$ cat config.mk
export PLATFORM = sky130hd
export DESIGN_NAME = mem_arbiter
export DESIGN_NICKNAME = d
export VERILOG_FILES = /design/src/rtl/mem_arbiter.sv
export SDC_FILE = /design/constraint.sdc
export NUM_CORES = 1
export LEC_CHECK = 0
export BUFFER_PORTS_ARGS = -buffer_cell sky130_fd_sc_hd__buf_2
export CAP_MARGIN = 30
export CELL_PAD_IN_SITES_DETAIL_PLACEMENT = 0
export CELL_PAD_IN_SITES_GLOBAL_PLACEMENT = 1
export CORE_MARGIN = 10
export CORE_UTILIZATION = 32
export DETAILED_ROUTE_END_ITERATION = 12
export PLACE_DENSITY_LB_ADDON = 0.1
export SETUP_SLACK_MARGIN = 0.3
export SLEW_MARGIN = 20
export SYNTH_ARGS = -nofsm -noshare
export SYNTH_HDL_FRONTEND = slang
export SYNTH_SLANG_ARGS = --single-unit
$ cat constraint.sdc
create_clock -name clk -period 2.5 [get_ports clk]
set_input_delay 0.5 -clock clk [delete_from_list [all_inputs] [get_ports clk]]
set_output_delay 0.5 -clock clk [all_outputs]
set_load 0.1 [all_outputs]
$ cat src/rtl/mem_arbiter.sv
// mem_arbiter: round-robin arbiter that shares one memory port among NUM_REQ requesters.
// Define ARB_TIMEOUT_EN to add a response-wait timeout of TIMEOUT_CYCLES cycles.
module mem_arbiter #(
    parameter int unsigned NUM_REQ        = 4,
    parameter int unsigned ADDR_W         = 8,
    parameter int unsigned DATA_W         = 8,
    parameter int unsigned TIMEOUT_CYCLES = 255
) (
    input  logic                        clk,
    input  logic                        rst_n,
    input  logic [NUM_REQ-1:0]          req_valid,
    output logic [NUM_REQ-1:0]          req_ready,
    input  logic [NUM_REQ-1:0]          req_we,
    input  logic [NUM_REQ*ADDR_W-1:0]   req_addr,
    input  logic [NUM_REQ*DATA_W-1:0]   req_wdata,
    output logic [NUM_REQ-1:0]          rsp_valid,
    output logic [DATA_W-1:0]           rsp_rdata,
    output logic                        rsp_err,
    output logic                        mem_valid,
    output logic                        mem_we,
    output logic [ADDR_W-1:0]           mem_addr,
    output logic [DATA_W-1:0]           mem_wdata,
    input  logic                        mem_ready,
    input  logic                        mem_rsp_valid,
    input  logic [DATA_W-1:0]           mem_rsp_rdata,
    output logic                        busy
);
    localparam int unsigned IDXW = (NUM_REQ > 1) ? $clog2(NUM_REQ) : 1;

    typedef enum logic [1:0] {S_IDLE, S_ISSUE, S_WAIT, S_RESP} state_e;

    state_e              state_q, state_d;
    logic [IDXW-1:0]     rr_q, rr_d, grant_q, grant_d;
    logic                we_q, we_d, err_q, err_d;
    logic [ADDR_W-1:0]   addr_q, addr_d;
    logic [DATA_W-1:0]   wdata_q, wdata_d, rdata_q, rdata_d;
    logic [IDXW-1:0]     win_idx, cand;
    logic                win_found;
    logic                timeout_hit;

`ifdef ARB_TIMEOUT_EN
    localparam int unsigned CNT_W = $clog2(TIMEOUT_CYCLES + 1);
    logic [CNT_W-1:0] cnt_q, cnt_d;

    // Counter holds zero outside WAIT, so it is already clear on WAIT entry.
    assign cnt_d       = (state_q == S_WAIT) ? cnt_q + 1'b1 : '0;
    assign timeout_hit = (state_q == S_WAIT) && (cnt_q == CNT_W'(TIMEOUT_CYCLES - 1));

    always_ff @(posedge clk or negedge rst_n) begin
        if (!rst_n) cnt_q <= '0;
        else        cnt_q <= cnt_d;
    end
`else
    logic unused_timeout;
    assign unused_timeout = (TIMEOUT_CYCLES == 0);
    assign timeout_hit    = 1'b0;
`endif

    // First valid requester scanning from rr_q upward, wrapping at NUM_REQ.
    always_comb begin
        win_found = 1'b0;
        win_idx   = '0;
        cand      = '0;
        for (int unsigned k = 0; k < NUM_REQ; k++) begin
            cand = IDXW'((32'(rr_q) + k) % NUM_REQ);
            if (!win_found && req_valid[cand]) begin
                win_found = 1'b1;
                win_idx   = cand;
            end
        end
    end

    always_comb begin
        state_d   = state_q;
        rr_d      = rr_q;
        grant_d   = grant_q;
        we_d      = we_q;
        addr_d    = addr_q;
        wdata_d   = wdata_q;
        rdata_d   = rdata_q;
        err_d     = err_q;
        req_ready = '0;
        rsp_valid = '0;
        rsp_rdata = '0;
        rsp_err   = 1'b0;
        mem_valid = 1'b0;
        mem_we    = 1'b0;
        mem_addr  = '0;
        mem_wdata = '0;
        unique case (state_q)
            S_IDLE: begin
                if (win_found) begin
                    req_ready = rst_n ? (NUM_REQ'(1) << win_idx) : '0;
                    grant_d   = win_idx;
                    we_d      = req_we[win_idx];
                    addr_d    = req_addr[win_idx*ADDR_W +: ADDR_W];
                    wdata_d   = req_wdata[win_idx*DATA_W +: DATA_W];
                    err_d     = 1'b0;
                    state_d   = S_ISSUE;
                end
            end
            S_ISSUE: begin
                mem_valid = 1'b1;
                mem_we    = we_q;
                mem_addr  = addr_q;
                mem_wdata = wdata_q;
                if (mem_ready) state_d = S_WAIT;
            end
            S_WAIT: begin
                if (mem_rsp_valid) begin
                    rdata_d = mem_rsp_rdata;
                    err_d   = 1'b0;
                    state_d = S_RESP;
                end else if (timeout_hit) begin
                    rdata_d = '0;
                    err_d   = 1'b1;
                    state_d = S_RESP;
                end
            end
            S_RESP: begin
                rsp_valid = NUM_REQ'(1) << grant_q;
                rsp_rdata = rdata_q;
                rsp_err   = err_q;
                rr_d      = (grant_q == IDXW'(NUM_REQ - 1)) ? '0 : grant_q + 1'b1;
                state_d   = S_IDLE;
            end
        endcase
    end

    always_ff @(posedge clk or negedge rst_n) begin
        if (!rst_n) begin
            state_q <= S_IDLE;
            rr_q    <= '0;
            grant_q <= '0;
            we_q    <= 1'b0;
            addr_q  <= '0;
            wdata_q <= '0;
            rdata_q <= '0;
            err_q   <= 1'b0;
        end else begin
            state_q <= state_d;
            rr_q    <= rr_d;
            grant_q <= grant_d;
            we_q    <= we_d;
            addr_q  <= addr_d;
            wdata_q <= wdata_d;
            rdata_q <= rdata_d;
            err_q   <= err_d;
        end
    end

    assign busy = (state_q != S_IDLE);

endmodule
==> impl_metrics.yaml, run 1 <==
yosys:
  syn_area_per_cell_um2: 9.00
  synth_nets: 349
  synth.distinct_cells: 32
  synth_edf_count: 0
  synthesis.area_mm2: 0.00231
  synth_area_leaders: "dfrtp_1, and2_1, a41o_1, mux2i_1, o22ai_1"
  synth_seq_cells: 31
  ys_warn_count: 0
  yosysTopAreaCellShare_pct: 33.5
  ys.flop_type: "dfrtp_1"
  yosysTopAreaCell: "dfrtp_1"
  synthArstFlopShare_pct: 100
  syn_inst: 257
  seq_area_frac_synth_pct: 33.5
sta:
  fmax_mhz: 465
  tightest_slew_ns: 0.515
  fin_crit_ns: 2.15
  final-hold-violation-count: 0
  setup_viol: 0
  timing.final.crit_share_pct: 86.0
  slew_violations: 0
  max_slew_margin_pct: 65.5
  setup_tns_ns: 0
  fin_ws_ns: 0.350
  rsz0062_at_grt: "yes"
  fin_skew_ns: 0.00377
worst_hold_path:
  min_path_type: "in -> async"
global_route:
  grt_max_degree: 25
  antenna_found_initial: 0
  grt.overflow.total: 0
  grtUsageTotal_pct: 14.1
  grt_pass1_vias: 2519
  grt_pass1_wl_um: 12900
clock_tree:
  cts_root_buf: "clkbuf_8"
  tritoncts: "done"
  cts_max_path_buffers: 2
  cts_buffers: 5
  clk_latency_ns: 0.28
  clock_sinks: 31
  cts_htree_levels: 2
  clkTransAtPathRegs_ns: 0.07
critical_path:
  cp-end-kind: "output pin"
  critPathSlowestCell: "dfrtp_2"
  reg2reg_slack_ns: 0.68
  crit_chain: "nand2b_4 -> a21o_1 -> a21oi_2 -> and3_4 -> buf_12"
  worstSetupStartpointType: "flop"
  rr_worst_depth: 6
  critical_path.max_stage_delay_ns: 0.45
  cp_max_fo: 7
  cp.required_ns: 2.00
  worstSetupPathType: "reg -> out"
  arrival_ns: 1.65
  r2r-end: "wdata_q[3]"
  r2r-start: "rr_q[1]"
detailed_routing:
  vias: 2298
  via_per_inst: 4.84
  drc: 0
  first_pass_iters: 4
  finalWirelength_um: 8140
  wire_per_inst_um: 17.1
  ant_nets: 0
  drt_iter0_markers: 103
pwr:
  p_per_area_mw_per_mm2: 1540
  pwr-share-clk_pct: 10.2
  peakVddDrop_uv: 838
  power_frac_seq_pct: 18.3
  p_sw_mw: 2.92
  swShare_pct: 56.6
  p_leak_nw: 1.64
  p_int_mw: 2.24
  comb_power_share_pct: 71.6
place:
  post-dp-hpwl_um: 6420
  io_buffers: 118
  post-place-ws_ns: 0.200
  dp.cells: 464
  place_area_mm2: 0.00310
  routabilityCongestion: 0.847
cells_and_area:
  post-route-util_pct: 48.6
  stdcell_count: 475
  nNetsFinal: 470
  layout_commonest_cell: "buf_2"
  drive_above_1_share_pct: 47.5
  num_antenna_cells: 0
  finalInstanceArea_mm2: 0.00335
  syn_to_final_growth_pct: 45.1
  final_cell_mix: "buf_2, dfrtp_1, buf_4"
floorplanning:
  initial_core_util_pct: 33.5
  ioPinCount: 120
  die_area_mm2: 0.0110
  core_mm2: 0.00691
  die_height_um: 105
  fp-row-count: 30
  chipWidth_um: 105
flow_run:
  max_cap_violations: 0
status:
  status: "complete, no violations"
[registers in the layout, indices dropped and copies added, names as in the netlist]
register	count
we_q	1
rr_q	2
grant_q	2
rdata_q	8
addr_q	8
state_q	2
wdata_q	8
[final cells by class]
class | instances | area (um^2)
fill | 705 | 3550
multi-input combinational | 197 | 1450
clock inverter | 2 | 35.0
tap | 96 | 120
inverter | 10 | 37.5
sequential | 31 | 778
timing repair buffer | 133 | 852
clock buffer | 6 | 82.6
[worst max-delay path, delay by kind of cell (launching register included)]
family          cells  cell delay (ns)
flops               1             0.45
compound gates      2             0.35
simple gates        2             0.39
buf+inv             1             0.17
[timing repair]
| item | CTS | global route |
|---|---|---|
| hold buffers | 0 | 0 |
| resized for setup | 19 | 21 |
| buffers inserted | 1 | 2 |
| pin swaps | 0 | 3 |
| hold endpoints to repair | 0 | 0 |
| endpoints found under the setup margin | 30 | 19 |
[worst max-delay path by stage]
stage	start	endpoint	slack, ns
final	rr_q[1]	req_ready[2]	0.35
after global routing	state_q[0]	req_ready[1]	0.26
after CTS	rr_q[0]	req_ready[0]	0.29
after detailed placement	req_valid[2]	req_ready[2]	0.20
after global placement	req_valid[2]	req_ready[2]	0.23
after floorplan	req_valid[3]	req_ready[1]	0.20
[stage by stage]
step,total power [mW],hold WS (ns)
global placement,4.42,0.409
global route,5.49,0.112
finish,5.15,0.0946
floorplan,3.85,0.204
CTS,5.10,0.104
detailed placement,4.45,0.412
[cell usage after synthesis, types with 2 or more instances]
cell type,instances
buf_2,3
nand2_1,10
clkbuf_1,4
nor2b_1,2
a21oi_1,18
inv_1,10
dfrtp_1,31
and3_1,2
nand3_1,2
a41o_1,17
buf_4,5
mux2_2,9
buf_6,7
o21ai_0,16
o21ai_1,11
ha_1,8
nand2b_1,4
and2_1,30
o22ai_1,17
mux2i_1,17
nor2_1,20
o221ai_1,2
a21o_1,3
[cell families after synthesis]
family | Yosys count | synth area share (%)
other | 1 | 0.162
AO/OA/AOI/OAI | 90 | 25.9
adder cells (fa/ha/maj) | 8 | 4.33
flip-flops | 31 | 33.5
buffers and inverters | 29 | 7.95
AND/OR/NAND/NOR | 72 | 16.3
multiplexers | 26 | 11.7
[power groups by stage]
stage          combinational, mW  sequential (mW)  clock, mW
6_report                    3.69            0.943      0.523
3_5_place_dp                3.52            0.935          0
2_1_floorplan               2.96            0.890          0
5_1_grt                     3.96            0.979      0.552
4_1_cts                     3.63            0.933      0.538
3_3_place_gp                3.50            0.927          0
[routing by layer]
layer / up-vias / routed length (um) / global-route usage (%)
met5: - / 0 / 0
met4: 0 / 64 / 2.65
met3: 6 / 474 / 4.24
met2: 71 / 4040 / 24.6
met1: 1046 / 3560 / 16.7
li1: 1175 / - / -
No activity file was read; power rests on OpenSTA's default activity.
==> inputs of run 2 (changes only) <==
clock period = 2 ns   (was 2.5 ns; I/O delays follow)
==> run 2 against run 1 <==
The run now ends with negative setup slack left. Power grew 58%. Combinational power grew 75%. Non-clock buffer count grew 31. Hold slack gained 0.096 ns. Final area grew 27%. Clock skew grew 0.0029 ns. Count of clock-buffer cells in the layout shrank 1. Clock power shrank 3.8%.
==> impl_metrics.yaml, run 2 (same netlist as run 1, synthesis figures left out) <==
worst_hold_path:
  min_path_type: "in -> async"
critical_path:
  cp_max_fo: 3
  worstSetupStartpointType: "flop"
  r2r-start: "rr_q[0]"
  cp-end-kind: "output pin"
  reg2reg_slack_ns: 0.33
  arrival_ns: 1.61
  rr_worst_depth: 8
  r2r-end: "wdata_q[5]"
  crit_start: "rr_q[1]"
  cp.required_ns: 1.60
  worstSetupPathType: "reg -> out"
cells_and_area:
  nNetsFinal: 501
  biggestRegsByFlops: "addr_q x8, rdata_q x8, wdata_q x8"
  syn_to_final_growth_pct: 84.0
  n_fill_cell: 611
  final_cell_mix: "buf_2, buf_12, and2_4, buf_4, dfrtp_1"
  post-route-util_pct: 61.6
  layout_commonest_cell: "buf_2"
  drive_above_1_share_pct: 62.9
  finalInstanceArea_mm2: 0.00425
  num_antenna_cells: 0
  stdcell_count: 506
detailed_routing:
  first_pass_iters: 4
  drc: 0
  finalWirelength_um: 9210
  via_per_inst: 5.01
  vias: 2534
  ant_nets: 0
  wire_per_inst_um: 18.2
  drt_iter0_markers: 87
clock_tree:
  cts_max_path_buffers: 2
  tritoncts: "done"
  cts_root_buf: "clkbuf_8"
  clkTransAtPathRegs_ns: 0.08
  cts_buffers: 5
  cts_htree_levels: 2
  clock_sinks: 31
  clk_latency_ns: 0.29
sta:
  fin_skew_ns: 0.00670
  setup_viol: 2
  rsz0062_at_grt: "yes"
  fin_crit_ns: 2.01
  fmax_mhz: 498
  slew_violations: 0
  setup_tns_ns: -0.0160
  timing.final.crit_share_pct: 100
  fin_ws_ns: -0.00935
  hold_ws_ns: 0.191
  final-hold-violation-count: 0
floorplanning:
  chipWidth_um: 105
  die_height_um: 105
  core_mm2: 0.00691
  fp-row-count: 30
  ioPinCount: 120
  initial_core_util_pct: 33.5
  die_area_mm2: 0.0110
place:
  dp.cells: 470
  place_area_mm2: 0.00369
  post-dp-hpwl_um: 6540
  routabilityCongestion: 0.822
  io_buffers: 118
global_route:
  grt_max_degree: 23
  grt_pass1_wl_um: 14000
  grtUsageTotal_pct: 15.5
  antenna_found_initial: 0
  grt_pass1_vias: 2695
  grt.overflow.total: 0
pwr:
  p_leak_nw: 1.97
  p_per_area_mw_per_mm2: 1920
  peakVddDrop_uv: 1200
status:
  status: "finished with violations"
  violations: "negative setup slack"
flow_run:
  max_cap_violations: 0
run 2: cell types whose count changed in the layout (fill, tap and decap cells not counted), moves of 11 or more:
cell	before	now
a21oi_2	1	15
buf_12	5	37
and2_1	19	1
and2_2	11	0
a21oi_1	18	4
and2_4	0	29
clkbuf_4	15	0
run 2: final cells by class:
cell class                      count  area [um^2]  area share, %
Inverter                           10         42.5           1.00
Timing Repair Buffer              164         1590           37.3
Clock buffer                        5         68.8           1.62
Tap cell                           96          120           2.82
Sequential cell                    31          779           18.3
Multi-Input combinational cell    197         1640           38.6
Clock inverter                      3         15.0          0.353
run 2: power breakdown:
group          internal [mW]  total, mW  switching (mW)
Combinational           2.82       6.46            3.64
Clock                  0.238      0.503           0.265
Sequential             0.951       1.18           0.233
run 2: metal layers:
metal  part of all wire, %  global-route usage (%)  vias to the layer above
met2                    51                    26.7                       86
li1                      -                       -                     1238
met4                   1.7                    4.31                        0
met3                   7.6                    5.16                       13
met5                     0                       0                        -
met1                    40                    17.7                     1197
run 2: per-stage QoR:
stage               setup slack, ns  power [mW]
global placement             0.0651        6.68
detailed placement           0.0464        6.74
CTS                         -0.0206        7.82
floorplan                    0.0210        5.07
finish                     -0.00935        8.15
global route                 -0.115        8.59
run 2: how the worst max path moves through the flow:
stage                        end  slack (ns)  depth (start not counted)
floorplan           req_ready[0]        0.02                          6
global placement    req_ready[0]        0.07                          5
detailed placement  req_ready[0]        0.05                          5
CTS                 req_ready[2]       -0.02                          5
global route        req_ready[2]       -0.12                          5
finish              req_ready[0]      -0.009                          6
run 2: critical path, cell delays in order, from the launching register on:
cell and delay [ns]:
dfrtp_2 0.43, buf_4 0.15, o21ai_1 0.08, a22oi_2 0.10, o21ai_2 0.18, and3_4 0.21, buf_12 0.17
run 2: timing repair:
item                                    in CTS  in global routing
buffers inserted                            17                  8
endpoints found under the setup margin      35                 52
hold endpoints to repair                     3                  0
gates cloned                                 1                  1
hold buffers                                 1                  0
resized for setup                           30                 35
pin swaps                                    5                 14
